[src/rtl/blink_period_meter.sv]
// blink_period_meter: measures the period of an asynchronous blink/toggle line.
// A rising edge is synchronized, the cycles between consecutive rising edges are
// counted and reported, each period is checked against EXPECTED +/- TOL, a timeout
// is raised when edges stop arriving, and lock is declared after two good periods.
module blink_period_meter #(
    parameter int unsigned WIDTH    = 26,
    parameter int unsigned EXPECTED = 50_000_000,
    parameter int unsigned TOL      = 500,
    parameter int unsigned TIMEOUT  = 60_000_000
) (
    input  logic             CLOCK_50,
    input  logic             KEY,
    input  logic             sig_in,
    output logic [WIDTH-1:0] period,
    output logic             valid,
    output logic             in_tol,
    output logic             timeout,
    output logic             locked
);

    typedef enum logic [1:0] {
        IDLE    = 2'd0,
        MEASURE = 2'd1,
        STALLED = 2'd2
    } state_t;

    // Tolerance window; the lower bound clamps at zero instead of wrapping.
    // The window is held one bit wider than any 32-bit sum so EXPECTED+TOL cannot wrap.
    localparam logic [32:0] LO_BOUND = (TOL > EXPECTED) ? 33'd0 : 33'(EXPECTED - TOL);
    localparam logic [32:0] HI_BOUND = 33'(EXPECTED) + 33'(TOL);
    localparam logic [WIDTH-1:0] TO_CNT  = WIDTH'(TIMEOUT);
    localparam logic [WIDTH-1:0] CNT_ONE = WIDTH'(1);

    logic             s1, s2, s3;
    logic             rise;
    logic [WIDTH-1:0] cnt;
    logic             cnt_ok;
    logic [1:0]       run;
    state_t           state;

    // Two-flop synchronizer plus one history flop for edge detection.
    always_ff @(posedge CLOCK_50 or posedge KEY) begin
        if (KEY) begin
            s1 <= 1'b0;
            s2 <= 1'b0;
            s3 <= 1'b0;
        end else begin
            s1 <= sig_in;
            s2 <= s1;
            s3 <= s2;
        end
    end

    assign rise   = s2 & ~s3;
    assign cnt_ok = (33'(cnt) >= LO_BOUND) && (33'(cnt) <= HI_BOUND);

    // Period measurement FSM; every output is a register updated here.
    always_ff @(posedge CLOCK_50 or posedge KEY) begin
        if (KEY) begin
            state   <= IDLE;
            cnt     <= '0;
            period  <= '0;
            valid   <= 1'b0;
            in_tol  <= 1'b0;
            timeout <= 1'b0;
            run     <= 2'd0;
            locked  <= 1'b0;
        end else begin
            valid <= 1'b0;
            unique case (state)
                IDLE: begin
                    // First edge only starts the count: there is no reference yet.
                    if (rise) begin
                        state <= MEASURE;
                        cnt   <= CNT_ONE;
                    end
                end
                MEASURE: begin
                    // A rise on the same cycle cnt reaches TIMEOUT still counts as a period.
                    if (rise) begin
                        period <= cnt;
                        valid  <= 1'b1;
                        in_tol <= cnt_ok;
                        cnt    <= CNT_ONE;
                        if (cnt_ok) begin
                            run    <= (run == 2'd2) ? 2'd2 : run + 2'd1;
                            locked <= (run != 2'd0);
                        end else begin
                            run    <= 2'd0;
                            locked <= 1'b0;
                        end
                    end else if (cnt == TO_CNT) begin
                        state   <= STALLED;
                        timeout <= 1'b1;
                        run     <= 2'd0;
                        locked  <= 1'b0;
                    end else begin
                        cnt <= cnt + CNT_ONE;
                    end
                end
                STALLED: begin
                    // The edge ending a stall bounds a partial period, so no valid.
                    if (rise) begin
                        state   <= MEASURE;
                        cnt     <= CNT_ONE;
                        timeout <= 1'b0;
                    end
                end
                default: state <= IDLE;
            endcase
        end
    end

endmodule
[config.mk]
export PLATFORM = sky130hd
export DESIGN_NAME = blink_period_meter
export DESIGN_NICKNAME = d
export VERILOG_FILES = /design/src/rtl/blink_period_meter.sv
export SDC_FILE = /design/constraint.sdc
export NUM_CORES = 1
export LEC_CHECK = 0
export BUFFER_PORTS_ARGS = -buffer_cell sky130_fd_sc_hd__buf_2
export CORE_MARGIN = 1
export CORE_UTILIZATION = 58
export DETAILED_ROUTE_END_ITERATION = 16
export PLACE_DENSITY = 0.79
export SYNTH_ARGS = -nofsm -noshare
export SYNTH_HDL_FRONTEND = slang
export SYNTH_SLANG_ARGS = --single-unit
[constraint.sdc]
create_clock -name CLOCK_50 -period 2.4 [get_ports CLOCK_50]
set_clock_uncertainty 0.1 [all_clocks]
set_input_delay 0.24 -clock CLOCK_50 [delete_from_list [all_inputs] [get_ports CLOCK_50]]
set_output_delay 0.24 -clock CLOCK_50 [all_outputs]
set_load 0.005 [all_outputs]
Yosys cells after proc, flatten, opt, wreduce, memory -nomap -nowiden
Cells that the tools add are included.

storage, ports and cells
  bits in registers = 63
  input port bits = 3

cells by class
  add/sub/neg operators = 2
  order comparisons = 2
  equality and inequality tests = 9
  mux-type cells = 21
  bitwise operators = 2
  reduce and logical (&&, ||, !) cells = 12

operator list
  cell                   number
  $mux 26                3
  $pmux 26 s2            1
  $add 26x1->26 const B  1
  $eq 26x26->1 const B   1
  $ge 26x26->1 const B   1
  $le 26x26->1 const B   1
  $mux 2                 7
  $mux 1                 8
  $reduce_bool 2->1      4
  $ne 2x2->1 const B     3
  $reduce_and 3->1       2
  $eq 2x2->1 const B     2
  $pmux 2 s2             1
  $reduce_and 2->1       2
  $reduce_and 4->1       1
  $ne 3x3->1 const B     1
  $add 2x1->2 const B    1
  $eq 2x1->1 const B     1
  $logic_not 2->1        1
  $ne 2x1->1 const B     1
  $pmux 1 s2             1
  $reduce_or 2->1        1
  $and 1x1->1            1
  $logic_and 1x1->1      1
  $not 1->1              1

Depth between registers and ports, before layout
  depth after elaboration = 4
  depth in mapped cells = 8
  depth with buffers taken out = 7

Least setup slack after synthesis
Ideal clock, no wire load.

  path kind = reg-to-reg
  from = reg cnt[0]
  to = reg cnt[3]
  setup time = 0.077 ns
  arrival = 1.659 ns
  data required time = 2.223 ns
  setup slack = 0.563 ns
  cell stages (with the launch flop) = 9
  path buffers = 1
  period minus slack after synthesis = 1.837 ns
  cells stage by stage = dfrtp_1 > inv_1 > ha_1 > nor4bb_1 > and3_1 > a32o_1 > buf_2 > o21ai_0 > a21oi_1

between the ends
  word-level cells in the longest chain between the ends = 4
  elaborated cells on any way between the ends = 7
  those cells by class = add/sub (1); eq/ne (2); mux (3); reduce/logical (1)

RTL lines
  element                 RTL line  text
  from (decl)             36        logic [WIDTH-1:0] cnt;
  from (signal assigned)  98        cnt <= cnt + CNT_ONE;
  $add 26x1->26           98
  $mux 26                 92        end else if (cnt == TO_CNT) begin
  $mux 26                 80        if (rise) begin
  $pmux 26 s2             70        unique case (state)

Parallel ways exist; a longest one is shown, timed or not. The select of a mux whose other input is x is not followed.
A chain may end at the register's enable or synchronous reset.

Final worst setup path
  from = reg state[0]
  to = reg cnt[22]

between the ends
  word-level cells in the longest chain between the ends = 4
  elaborated cells on any way between the ends = 9
  those cells by class = eq/ne (4); mux (1); reduce/logical (4)

RTL lines
  element                                                    RTL line  text
  from (decl)                                                39        state_t state;
  from (signal assigned)                                     60        state <= IDLE;
  from (signal assigned)                                     74        state <= MEASURE;
  from (signal assigned)                                     93        state <= STALLED;
  $eq 2x2->1 or $logic_not 2->1 (tied branches)              70
  $reduce_or 2->1 (no line)                                  --
  $ne 2x1->1 (no line) or $reduce_bool 2->1 (tied branches)  --
  $reduce_and 3->1 (no line)                                 --

Parallel ways exist; a longest one is shown, timed or not.

==> impl_results.md <==
* Status: finished, final reports clean
* Slew headroom at 49.8%
* Clk sinks at 63
* Number of remaining DRC errors at 0
* Skew-Pair Late Insertion Delay at 0.34 ns
* Synthesized area at 3170 um2
* Multi-input gate area at 1460 um2
* First-pass GRT wire length at 12100 um
* Final setup fails at 0
* Leak at 1.81 nW
* Worst Path Required at 2.57 ns
* Final Slew Violations at 0
* Clock-pin slew on the worst setup and hold paths at 0.07 ns
* Syn_area_per_cell at 9.33 um2
* Syn_nets at 347
* CTS H-tree lvls at 3
* Ant diodes at 0
* Unique masters post-synth at 56
* Worst r2r src: state[0]$_DFFE_PP0P_
* Vias in the first global route at 2422
* Async set-reset flop share out of synthesis at 100%
* Longest Clk Path Bufs at 2
* Initial core utilization at 61.3%
* Most used flip-flop cell after synthesis: dfrtp_1
* Sequential area share after synthesis at 49.7%
* Endpoint, Worst Hold: s2$_DFF_PP0_
* Detail Route Antenna Nets at 0
* CTS buffer count at 9
* TNS Setup at 0 ns
* Post-layout util at 69.8%
* PwrDens at 653 nW/um2
* Tmin final at 2.06 ns
* RSZ-0062 raised after global routing: false
* Row count at 26
* Post-synth EDFFs at 0
* Worst hold start: s1$_DFF_PP0_
* Starting DRT DRC Count at 266
* Final WL at 6960 um
* Yosys reg bits at 63
* Top Metal Used: met4
* Met1 Wirelength at 3110 um
* Max FO, Critical Path at 13
* Core area at 5170 um2
* FF-to-FF End: cnt[22]$_DFFE_PP0P_
* Largest net degree at the start of global routing at 37
* Die height at 76.0 um
* Fraction of layout cells with a size suffix above 1 at 18.4%
* Initial antenna violation count at 0
* First-pass DRT Iterations at 5
* Top-Level Pins at 33
* GRT Total Usage at 27.3%
* Total Power at 2.36 mW
* CP Launch Type: flop
* Root Buffer: clkbuf_8
* Min-Delay Path Depth at 0
* Placer Congestion at 0.938
* Fin crit share at 85.7%
* Hold Path Class: flop to flop
* Die width at 76.0 um
* Layout fillers at 393
* Area grow syn2layout at 13.8%
* CP Class: flop to flop
* Fmax at 486 MHz
* Max_cap viols at 0
* Vias post-DR at 2613
* Hold violation count in the final report at 0
* Critical Path AT at 2.22 ns
* R2r setup slk at 0.34 ns
* Met3 routed WL at 492 um
* Post-synthesis instance total at 340
* Number of port buffers at 32
* Slew @ Worst Pin at 0.749 ns
* Setup repair bufs after CTS at 0
* Die area at 5770 um2
* CTS tree: built
* Peak supply drop at 0.000422 V
* HPWL after detailed placement at 4840 um
* Sequential cell area at 1580 um2
* Met2 Wirelength at 3210 um
* Fin worst setup slack at 0.344 ns
* Drt wl/cell at 15.5 um
* Reg2Reg Depth at 5
* Vias per inst at 5.81
* Critical Path End Type: flop
* Minimum hold slack at 0.257 ns
* Global route overflow at 0
* Final nets at 383
* Synth warn at 0
* Setup WS pre-CTS at 0.287 ns
-- area by class of cell --
cell class / count / share of cell area [%]
Tap cell: 70 / 2.43
Clock buffer: 12 / 4.30
Inverter: 9 / 0.936
Multi-Input combinational cell: 250 / 40.3
Sequential cell: 63 / 43.7
Timing Repair Buffer: 43 / 7.21
Clock inverter: 3 / 1.18
-- critical path, cell delays in order, from the launching register on --
cell and delay [ns]:
dfrtp_1 0.51, or3b_4 0.47, a21oi_1 0.26, nand4_4 0.15, or3_1 0.33, a21oi_1 0.16
-- cells by family (layout without fill, tap and decap cells) --
group | Yosys count | after routing | synth area share (%)
AO/OA/AOI/OAI | 55 | 55 | 11.2
XOR/XNOR | 14 | 14 | 3.87
adder cells (fa/ha/maj) | 4 | 4 | 1.58
buffers and inverters | 27 | 67 | 4.46
flip-flops | 63 | 63 | 49.7
AND/OR/NAND/NOR | 177 | 177 | 29.2
-- worst max-delay path by stage --
stage | startpoint | endpoint | slack (ns) | depth (start not counted)
3_5_place_dp | cnt[0]$_DFFE_PP0P_ | cnt[3]$_DFFE_PP0P_ | 0.29 | 7
4_1_cts | cnt[0]$_DFFE_PP0P_ | cnt[3]$_DFFE_PP0P_ | 0.26 | 7
5_1_grt | cnt[0]$_DFFE_PP0P_ | cnt[3]$_DFFE_PP0P_ | 0.12 | 7
6_report | state[0]$_DFFE_PP0P_ | cnt[22]$_DFFE_PP0P_ | 0.34 | 5
3_3_place_gp | cnt[0]$_DFFE_PP0P_ | cnt[3]$_DFFE_PP0P_ | 0.40 | 7
2_1_floorplan | KEY | cnt[0]$_DFFE_PP0P_ | 0.49 | 1
-- registers in the layout, summed over array words and instances (netlist names) --
| name | flops |
|---|---|
| in_tol | 1 |
| run | 2 |
| period | 26 |
| valid | 1 |
| s2 | 1 |
| locked | 1 |
| s1 | 1 |
| cnt | 26 |
| state | 2 |
| timeout | 1 |
| s3 | 1 |
-- power by group --
group,internal (mW),switching [mW]
sequential,1.12,0.0736
clock,0.529,0.398
combinational,0.0869,0.148
-- routing by layer --
metal,global-route usage (%),up-vias
met3,5.54,14
met2,40.5,103
met1,38.5,1258
met5,0,-
li1,-,1238
met4,13.1,0
-- synth_stat cells (all sizes together) (2+ instances only) --
cell type	n	area [um2]
ha	4	50.1
inv	8	30.0
a31oi	3	18.8
o31ai	5	37.5
and4	5	46.3
nand2	90	340
and2	3	18.8
nor2b	3	18.8
a21oi	13	65.1
dfrtp	63	1580
xor2	8	70.1
buf	11	81.3
nor2	25	93.8
or3	6	37.5
xnor2	6	52.6
clkbuf	7	26.3
o41ai	2	17.5
nor4bb	3	30.0
a32o	2	20.0
nor3	4	20.0
nand3	7	52.6
a41o	2	20.0
nand2b	5	33.8
nor4	4	46.3
nand4	10	92.6
o21ai	19	95.1
and3	6	38.8
-- cell usage in the layout (no fill, tap or decap), drive strengths merged, types with 2 or more instances in the layout --
cell,instances
a21oi,13
a31oi,3
a32o,2
a41o,2
and2,3
and3,6
and4,5
buf,41
clkbuf,12
clkinv,2
dfrtp,63
dlygate4sd3,2
ha,4
inv,8
nand2,90
nand2b,5
nand3,7
nand4,10
nor2,25
nor2b,3
nor3,4
nor4,4
nor4bb,3
o21ai,19
o31ai,5
o41ai,2
or3,6
xnor2,6
xor2,8
-- through the flow --
step / std cells / instance area, um2
global route: 450 / 3610
global placement: 433 / 3390
detailed placement: 433 / 3390
finish: 450 / 3610
floorplan: 340 / 3170
CTS: 450 / 3610
-- timing repair --
item | 4_1_cts | 5_1_grt
endpoints found under the hold margin | 28 | 0
gates resized for setup | 0 | 1
setup endpoints to repair | 0 | 1
hold buffers | 2 | 0
Note: power is estimated with default switching activity, not from simulation.
